File: src/rtl/riscy_mem_pkg.sv
`default_nettype none
// ============================================================================
//  Module      : riscy_mem_pkg
//  Description : Shared memory-access definitions: access size encodings,
//                data-port arbiter states and the access legality check.
//  Revision    : 1.0  initial release
// ============================================================================
package riscy_mem_pkg;

   // Access size encodings as seen on the ram d_size port
   localparam logic [1:0] SZ_BYTE = 2'd0;
   localparam logic [1:0] SZ_HALF = 2'd1;
   localparam logic [1:0] SZ_WORD = 2'd2;

   // Data-port arbiter sequencing states
   typedef enum logic [1:0] {
      ST_IDLE   = 2'd0,
      ST_ACCESS = 2'd1,
      ST_WAIT   = 2'd2,
      ST_RESP   = 2'd3
   } arb_state_t;

   // Returns 1 when an access cannot be issued to ram: a misaligned half or
   // word, or the reserved size encoding.
   function automatic logic is_misaligned(input logic [1:0] size,
                                          input logic [1:0] addr_lo);
      logic bad;
      case (size)
         SZ_BYTE: bad = 1'b0;
         SZ_HALF: bad = addr_lo[0];
         SZ_WORD: bad = (addr_lo != 2'b00);
         default: bad = 1'b1;
      endcase
      return bad;
   endfunction

endpackage : riscy_mem_pkg
`default_nettype wire

File: src/rtl/rr_arb2.sv
`default_nettype none
// ============================================================================
//  Module      : rr_arb2
//  Description : Two-way round-robin pick. On a tie the port that was not
//                granted last wins. Purely combinational; the caller keeps
//                the last-grant history.
//  Revision    : 1.0  initial release
// ============================================================================
module rr_arb2 (
   input  logic       req0,
   input  logic       req1,
   input  logic       last_grant,
   output logic [1:0] grant
);

   // One-hot winner selection; port 0 wins ties when port 1 went last
   always_comb begin
      grant = 2'b00;
      if (req0 && (!req1 || last_grant)) begin
         grant = 2'b01;
      end else if (req1) begin
         grant = 2'b10;
      end
   end

endmodule : rr_arb2
`default_nettype wire

File: src/rtl/mem_arbiter.sv
`default_nettype none
// ============================================================================
//  Module      : mem_arbiter
//  Description : Shares the ram data port between the load/store unit
//                (port 0) and the loader/debug DMA (port 1). One access in
//                flight; round-robin grant, fixed read latency, one-cycle
//                done/err completion pulse to the winner.
//  Revision    : 1.0  initial release
// ============================================================================
module mem_arbiter
   import riscy_mem_pkg::*;
#(
   parameter int ADDR_W   = 14,
   parameter int DATA_W   = 32,
   parameter int READ_LAT = 1
) (
   input  logic              clk,
   input  logic              rst,
   // port 0: load/store unit
   input  logic              req0,
   input  logic              we0,
   input  logic [ADDR_W-1:0] addr0,
   input  logic [DATA_W-1:0] wdata0,
   input  logic [1:0]        size0,
   input  logic              uns0,
   output logic              gnt0,
   output logic              done0,
   output logic              err0,
   output logic [DATA_W-1:0] rdata0,
   // port 1: loader / debug DMA
   input  logic              req1,
   input  logic              we1,
   input  logic [ADDR_W-1:0] addr1,
   input  logic [DATA_W-1:0] wdata1,
   input  logic [1:0]        size1,
   input  logic              uns1,
   output logic              gnt1,
   output logic              done1,
   output logic              err1,
   output logic [DATA_W-1:0] rdata1,
   // ram data port
   output logic [ADDR_W-1:0] d_addr,
   output logic [DATA_W-1:0] d_in,
   output logic [1:0]        d_size,
   output logic              u_en,
   output logic              w_en,
   input  logic [DATA_W-1:0] d_out
);

   // Last WAIT count value before the read data is due
   localparam logic [1:0] C_WAIT_LAST = 2'((READ_LAT > 1) ? (READ_LAT - 2) : 0);

   arb_state_t        r_state;
   arb_state_t        w_next_state;

   logic              r_last_grant;
   logic              r_owner;
   logic              r_we;
   logic              r_err;
   logic [1:0]        r_wait_cnt;
   logic [ADDR_W-1:0] r_d_addr;
   logic [DATA_W-1:0] r_d_in;
   logic [1:0]        r_d_size;
   logic              r_u_en;
   logic [DATA_W-1:0] r_rdata0;
   logic [DATA_W-1:0] r_rdata1;

   logic [1:0]        w_grant;
   logic              w_arb_en;
   logic              w_take;
   logic              w_win;
   logic              w_sel_we;
   logic [ADDR_W-1:0] w_sel_addr;
   logic [DATA_W-1:0] w_sel_wdata;
   logic [1:0]        w_sel_size;
   logic              w_sel_uns;
   logic              w_illegal;
   logic              w_rd_resp;

   rr_arb2 u_rr_arb2 (
      .req0       (req0),
      .req1       (req1),
      .last_grant (r_last_grant),
      .grant      (w_grant)
   );

   // Grants are only offered from IDLE and never while reset is asserted
   assign w_arb_en = (r_state == ST_IDLE) && !rst;
   assign w_take   = w_arb_en && (w_grant != 2'b00);
   assign w_win    = w_grant[1];

   // Request fields of the winning port
   always_comb begin
      w_sel_we    = we0;
      w_sel_addr  = addr0;
      w_sel_wdata = wdata0;
      w_sel_size  = size0;
      w_sel_uns   = uns0;
      if (w_win) begin
         w_sel_we    = we1;
         w_sel_addr  = addr1;
         w_sel_wdata = wdata1;
         w_sel_size  = size1;
         w_sel_uns   = uns1;
      end
   end

   assign w_illegal = is_misaligned(w_sel_size, w_sel_addr[1:0]);

   // State register
   always_ff @(posedge clk or posedge rst) begin
      if (rst) begin
         r_state <= ST_IDLE;
      end else begin
         r_state <= w_next_state;
      end
   end

   // Next-state, grant, completion and write-enable decode
   always_comb begin
      w_next_state = r_state;
      gnt0         = 1'b0;
      gnt1         = 1'b0;
      done0        = 1'b0;
      done1        = 1'b0;
      err0         = 1'b0;
      err1         = 1'b0;
      w_en         = 1'b0;
      case (r_state)
         ST_IDLE: begin
            if (w_take) begin
               gnt0         = w_grant[0];
               gnt1         = w_grant[1];
               w_next_state = w_illegal ? ST_RESP : ST_ACCESS;
            end
         end
         ST_ACCESS: begin
            w_en = r_we;
            if (r_we || (READ_LAT <= 1)) begin
               w_next_state = ST_RESP;
            end else begin
               w_next_state = ST_WAIT;
            end
         end
         ST_WAIT: begin
            if (r_wait_cnt == C_WAIT_LAST) begin
               w_next_state = ST_RESP;
            end
         end
         ST_RESP: begin
            done0        = !r_err && !r_owner;
            done1        = !r_err &&  r_owner;
            err0         =  r_err && !r_owner;
            err1         =  r_err &&  r_owner;
            w_next_state = ST_IDLE;
         end
         default: begin
            w_next_state = ST_IDLE;
         end
      endcase
   end

   // Capture the winning request; ram-facing fields only load for legal ones
   always_ff @(posedge clk or posedge rst) begin
      if (rst) begin
         r_last_grant <= 1'b1;
         r_owner      <= 1'b0;
         r_we         <= 1'b0;
         r_err        <= 1'b0;
         r_d_addr     <= '0;
         r_d_in       <= '0;
         r_d_size     <= 2'b00;
         r_u_en       <= 1'b0;
      end else if (w_take) begin
         r_last_grant <= w_win;
         r_owner      <= w_win;
         r_we         <= w_sel_we;
         r_err        <= w_illegal;
         if (!w_illegal) begin
            r_d_addr <= w_sel_addr;
            r_d_in   <= w_sel_wdata;
            r_d_size <= w_sel_size;
            r_u_en   <= w_sel_uns;
         end
      end
   end

   // Read-latency counter, cleared while the address is first presented
   always_ff @(posedge clk or posedge rst) begin
      if (rst) begin
         r_wait_cnt <= 2'b00;
      end else if (r_state == ST_ACCESS) begin
         r_wait_cnt <= 2'b00;
      end else if (r_state == ST_WAIT) begin
         r_wait_cnt <= r_wait_cnt + 2'd1;
      end
   end

   assign w_rd_resp = (r_state == ST_RESP) && !r_we && !r_err;

   // Hold each port's last load result until its next read response
   always_ff @(posedge clk or posedge rst) begin
      if (rst) begin
         r_rdata0 <= '0;
         r_rdata1 <= '0;
      end else if (w_rd_resp) begin
         if (r_owner) begin
            r_rdata1 <= d_out;
         end else begin
            r_rdata0 <= d_out;
         end
      end
   end

   // Load data is visible in the completion cycle, then held from the register
   assign rdata0 = (w_rd_resp && !r_owner) ? d_out : r_rdata0;
   assign rdata1 = (w_rd_resp &&  r_owner) ? d_out : r_rdata1;

   assign d_addr = r_d_addr;
   assign d_in   = r_d_in;
   assign d_size = r_d_size;
   assign u_en   = r_u_en;

endmodule : mem_arbiter
`default_nettype wire

File: config.mk
export PLATFORM = sky130hd
export DESIGN_NAME = mem_arbiter
export DESIGN_NICKNAME = d
export VERILOG_FILES = /design/src/rtl/riscy_mem_pkg.sv /design/src/rtl/rr_arb2.sv /design/src/rtl/mem_arbiter.sv
export SDC_FILE = /design/constraint.sdc
export NUM_CORES = 1
export LEC_CHECK = 0
export CORE_ASPECT_RATIO = 0.8
export CORE_MARGIN = 1
export CORE_UTILIZATION = 38
export CTS_CLUSTER_DIAMETER = 40
export DETAILED_ROUTE_END_ITERATION = 16
export PLACE_DENSITY = 0.77
export SYNTH_ARGS = -nofsm -noshare
export SYNTH_HDL_FRONTEND = slang
export SYNTH_HIERARCHICAL = 1
export SYNTH_SLANG_ARGS = --single-unit
File: constraint.sdc
create_clock -name clk -period 3.7 [get_ports clk]
set_clock_uncertainty 0.05 [all_clocks]
set_input_delay 0.74 -clock clk [delete_from_list [all_inputs] [get_ports clk]]
set_output_delay 0.74 -clock clk [all_outputs]
set_load 0.005 [all_outputs]
==> impl_summary.log <==
[metrics] dominant register cell in the synthesized netlist: sky130_fd_sc_hd__dfrtp_1
[metrics] clock tree sinks: 121
[metrics] post-synthesis instance total: 394
[metrics] via total after detailed routing: 4081
[metrics] DR DRC count: 0
[metrics] number of buffers on the longest clock path: 2
[metrics] most frequently used cell type in the post-synthesis netlist: sky130_fd_sc_hd__mux2_2
[metrics] num ports: 256
[metrics] final count of negative-setup-slack endpoints: 0
[metrics] proportion of synthesized flip-flops having asynchronous set or reset: 100%
[metrics] worst setup timing slack at the placement stage: 0.333 ns
[metrics] routed length on met1: a little over 6000 µm
[metrics] register area share after synthesis: 52.7%
[metrics] most common library cells after synthesis: sky130_fd_sc_hd__mux2_2, sky130_fd_sc_hd__dfrtp_1, sky130_fd_sc_hd__inv_1
[metrics] sum of routed wire length over all layers: 14800 µm
[metrics] antenna violations before repair: 0
[metrics] Distinct cells, synth: 34
[metrics] highest routing layer actually used: met4
[metrics] required time of the critical path: 2.91 ns
[metrics] TritonCTS buffer count: 17
[metrics] data arrival time at the worst-slack endpoint: 2.74 ns
[metrics] final-report hold violation count: 0
[metrics] Std-Cell Core Area: 14500 µm²
[metrics] type of element launching the critical path: flop
[metrics] area enclosed by the die boundary: 15600 µm²
[metrics] TritonCTS clock tree: done
[metrics] floorplan row count: 39
[metrics] met2 wire length: 7660 µm
[metrics] starting density of the core: 39.5%
[metrics] CTS hold repair buffers: 0
[metrics] placer's final routability congestion estimate: ~0.8
[metrics] Max transition margin: 38.6%
[metrics] critical path start-end classification: reg -> out
[metrics] postcts setup bufs: 0
[metrics] largest net degree at the start of global routing: 64
[metrics] status: completed
[metrics] Static Leakage: 3.78 nW
[metrics] Achievable Freq: 283 MHz
[metrics] share of layout cells above drive strength 1: 35.8%
[metrics] leading cell types by total area after synthesis: sky130_fd_sc_hd__dfrtp_1, sky130_fd_sc_hd__mux2_2, sky130_fd_sc_hd__mux2_4
[metrics] clock root buffer master: sky130_fd_sc_hd__clkbuf_16
[metrics] type of the tightest min-delay check: reg -> reg
[metrics] H-tree levels: 4
[metrics] port bufs: 255
[metrics] first-pass GRT wire length: between 20000 and 25000 µm
[metrics] clock network latency to the later pin of the worst-skew pair: 0.40 ns
[metrics] number of nets produced by synthesis: 536
[metrics] diode count: 0
[metrics] Via density: 4.81
[metrics] HPWL Detailed: 11100 µm
[metrics] Total GRT Usage: 19.7%
[metrics] count of warnings emitted by yosys: 6
[metrics] final max-slew violation count: 0
[metrics] Post-Syn Area: roughly 5700 µm²
[metrics] via count of the first global-routing pass: around 4600
[metrics] initial drt markers: 130
[metrics] number of antenna-violating nets in the routed design: 0
[metrics] most area-hungry cell type in the Yosys netlist: sky130_fd_sc_hd__dfrtp_1
[metrics] total congestion overflow: 0
[metrics] average detailed-routed wire length per instance: 17.4 µm
[metrics] crit path capture type: primary output
[metrics] Post-synth EDFFs: 0
[metrics] 1st-pass router iterations: 4
[metrics] #FFs+latches synth: 121
[metrics] fin nets: 794
[metrics] total of fill cells in the finished design: approximately 1100
[metrics] RSZ-0062 raised after global routing: false
[metrics] fin crit share: 95.5%
[metrics] Die Width: 140 µm
[metrics] die boundary height: roughly 110 µm
[metrics] post-cts sizing count: 0
[metrics] met3 layer wire length in the routed design: between 600 and 700 µm
[metrics] Clock Pin Slew Worst Setup and Hold Paths: 0.06 ns
[metrics] area overhead of the layout relative to synthesis: 59.3%
[metrics] Worst Tran Pin Value: 0.919 ns
[metrics] share of Yosys cell area claimed by the top area cell type: approximately 52%
[metrics] VDD IR-drop max: roughly 0.43 mV
[metrics] PnR worst setup slack: approximately 0.17 ns
[metrics] maximum fanout along the worst path: 26
[metrics] Final TNS setup: 0 ns
[metrics] power per cell area: between 800 and 900 nW/µm²
[metrics] crit path time final: approximately 3.5 ns
[metrics] average cell area after synthesis: 14.6 µm²
[metrics] number of max-cap violations: 0
sequential cells by signal (all words and copies together) (netlist names), 2 cells and up:
| signal | count |
|---|---|
| d_addr | 14 |
| r_state | 2 |
| d_in | 32 |
| r_wait_cnt | 2 |
| d_size | 2 |
| r_rdata1 | 32 |
| r_rdata0 | 32 |
worst paths after layout:
check | start | end | cells past startpoint | slack [ns]
max | r_state[0]$_DFFE_PP0P_ | rdata0[20] | 6 | 0.17
min | r_rdata0[29]$_DFFE_PP0P_ | r_rdata0[29]$_DFFE_PP0P_ | 1 | 0.45
max reg2reg | r_state[0]$_DFFE_PP0P_ | d_in[15]$_DFFE_PP0P_ | 7 | 1.24
min reg2reg | r_rdata0[29]$_DFFE_PP0P_ | r_rdata0[29]$_DFFE_PP0P_ | 1 | 0.45
max in group asynchronous | rst | r_rdata0[1]$_DFFE_PP0P_ | 3 | 1.99
min in group asynchronous | rst | d_in[27]$_DFFE_PP0P_ | 2 | 0.87
layout by cell type, fill, tap and decap left out, types with 2 or more instances in the layout:
master / n
sky130_fd_sc_hd__a21oi_1: 2
sky130_fd_sc_hd__buf_12: 5
sky130_fd_sc_hd__bufinv_16: 3
sky130_fd_sc_hd__clkbuf_16: 17
sky130_fd_sc_hd__clkbuf_8: 2
sky130_fd_sc_hd__clkdlybuf4s50_1: 255
sky130_fd_sc_hd__clkinv_4: 3
sky130_fd_sc_hd__clkinvlp_4: 5
sky130_fd_sc_hd__dfrtp_1: 120
sky130_fd_sc_hd__ha_1: 6
sky130_fd_sc_hd__inv_1: 11
sky130_fd_sc_hd__inv_6: 2
sky130_fd_sc_hd__mux2_2: 182
sky130_fd_sc_hd__mux2_4: 9
sky130_fd_sc_hd__mux2i_1: 5
sky130_fd_sc_hd__nand2_1: 11
sky130_fd_sc_hd__nor2_1: 2
sky130_fd_sc_hd__nor2b_4: 2
sky130_fd_sc_hd__o21ai_0: 3
stage by stage:
step / hold WS, ns / total power [mW] / utilization [%] / cell area (µm²) / instances
after CTS: 0.449 / 7.56 / 63.0 / 9160 / 849
after global routing: 0.457 / 7.87 / 63.0 / 9160 / 849
after floorplan: 0.395 / 3.79 / - / 5750 / 394
after detailed placement: 0.434 / 5.80 / 58.7 / 8540 / 817
final: 0.446 / 7.45 / 63.0 / 9160 / 849
after global placement: 0.429 / 5.69 / 58.7 / 8540 / 817
final cells by class:
cell class | instances | area [µm²] | area share [%]
clock buffer | 19 | 453 | 4.95
clock inverter | 13 | 169 | 1.84
inverter | 12 | 48.8 | 0.533
multi-input combinational | 239 | 2570 | 28.0
sequential | 121 | 3030 | 33.1
tap | 184 | 230 | 2.51
timing repair buffer | 261 | 2660 | 29.0
critical path, cell delays in order, from the launching register on:
cell                              delay [ns]
sky130_fd_sc_hd__dfrtp_1                0.40
sky130_fd_sc_hd__ha_1                   0.23
sky130_fd_sc_hd__nor3b_1                0.26
sky130_fd_sc_hd__nor2b_4                0.37
sky130_fd_sc_hd__buf_12                 0.23
sky130_fd_sc_hd__mux2_2                 0.38
sky130_fd_sc_hd__clkdlybuf4s50_1        0.47
metal layers:
| metal | vias up | GRT usage, % |
|---|---|---|
| met5 | - | 0 |
| met4 | 0 | 8.52 |
| met3 | 28 | 4.48 |
| met2 | 107 | 34.7 |
| met1 | 2027 | 23.2 |
| li1 | 1919 | - |
cell families (layout without fill, tap and decap cells):
group,Yosys count,count (layout),synth area share (%)
AOI/OAI and AO/OA,11,11,1.18
DFF,121,121,52.7
and+or+nand+nor,26,26,2.85
adders and majority gates,6,6,1.31
buffers and inverters,34,305,3.11
muxes,196,196,38.9
power breakdown:
part           leakage, nW  switching, mW  total, mW  internal, mW
clock                0.292          0.604       1.71          1.10
sequential            1.47          0.310       2.30          1.99
combinational         2.03           1.12       3.44          2.31
total                 3.78           2.04       7.45          5.41
(Power assumes the default switching activity.)
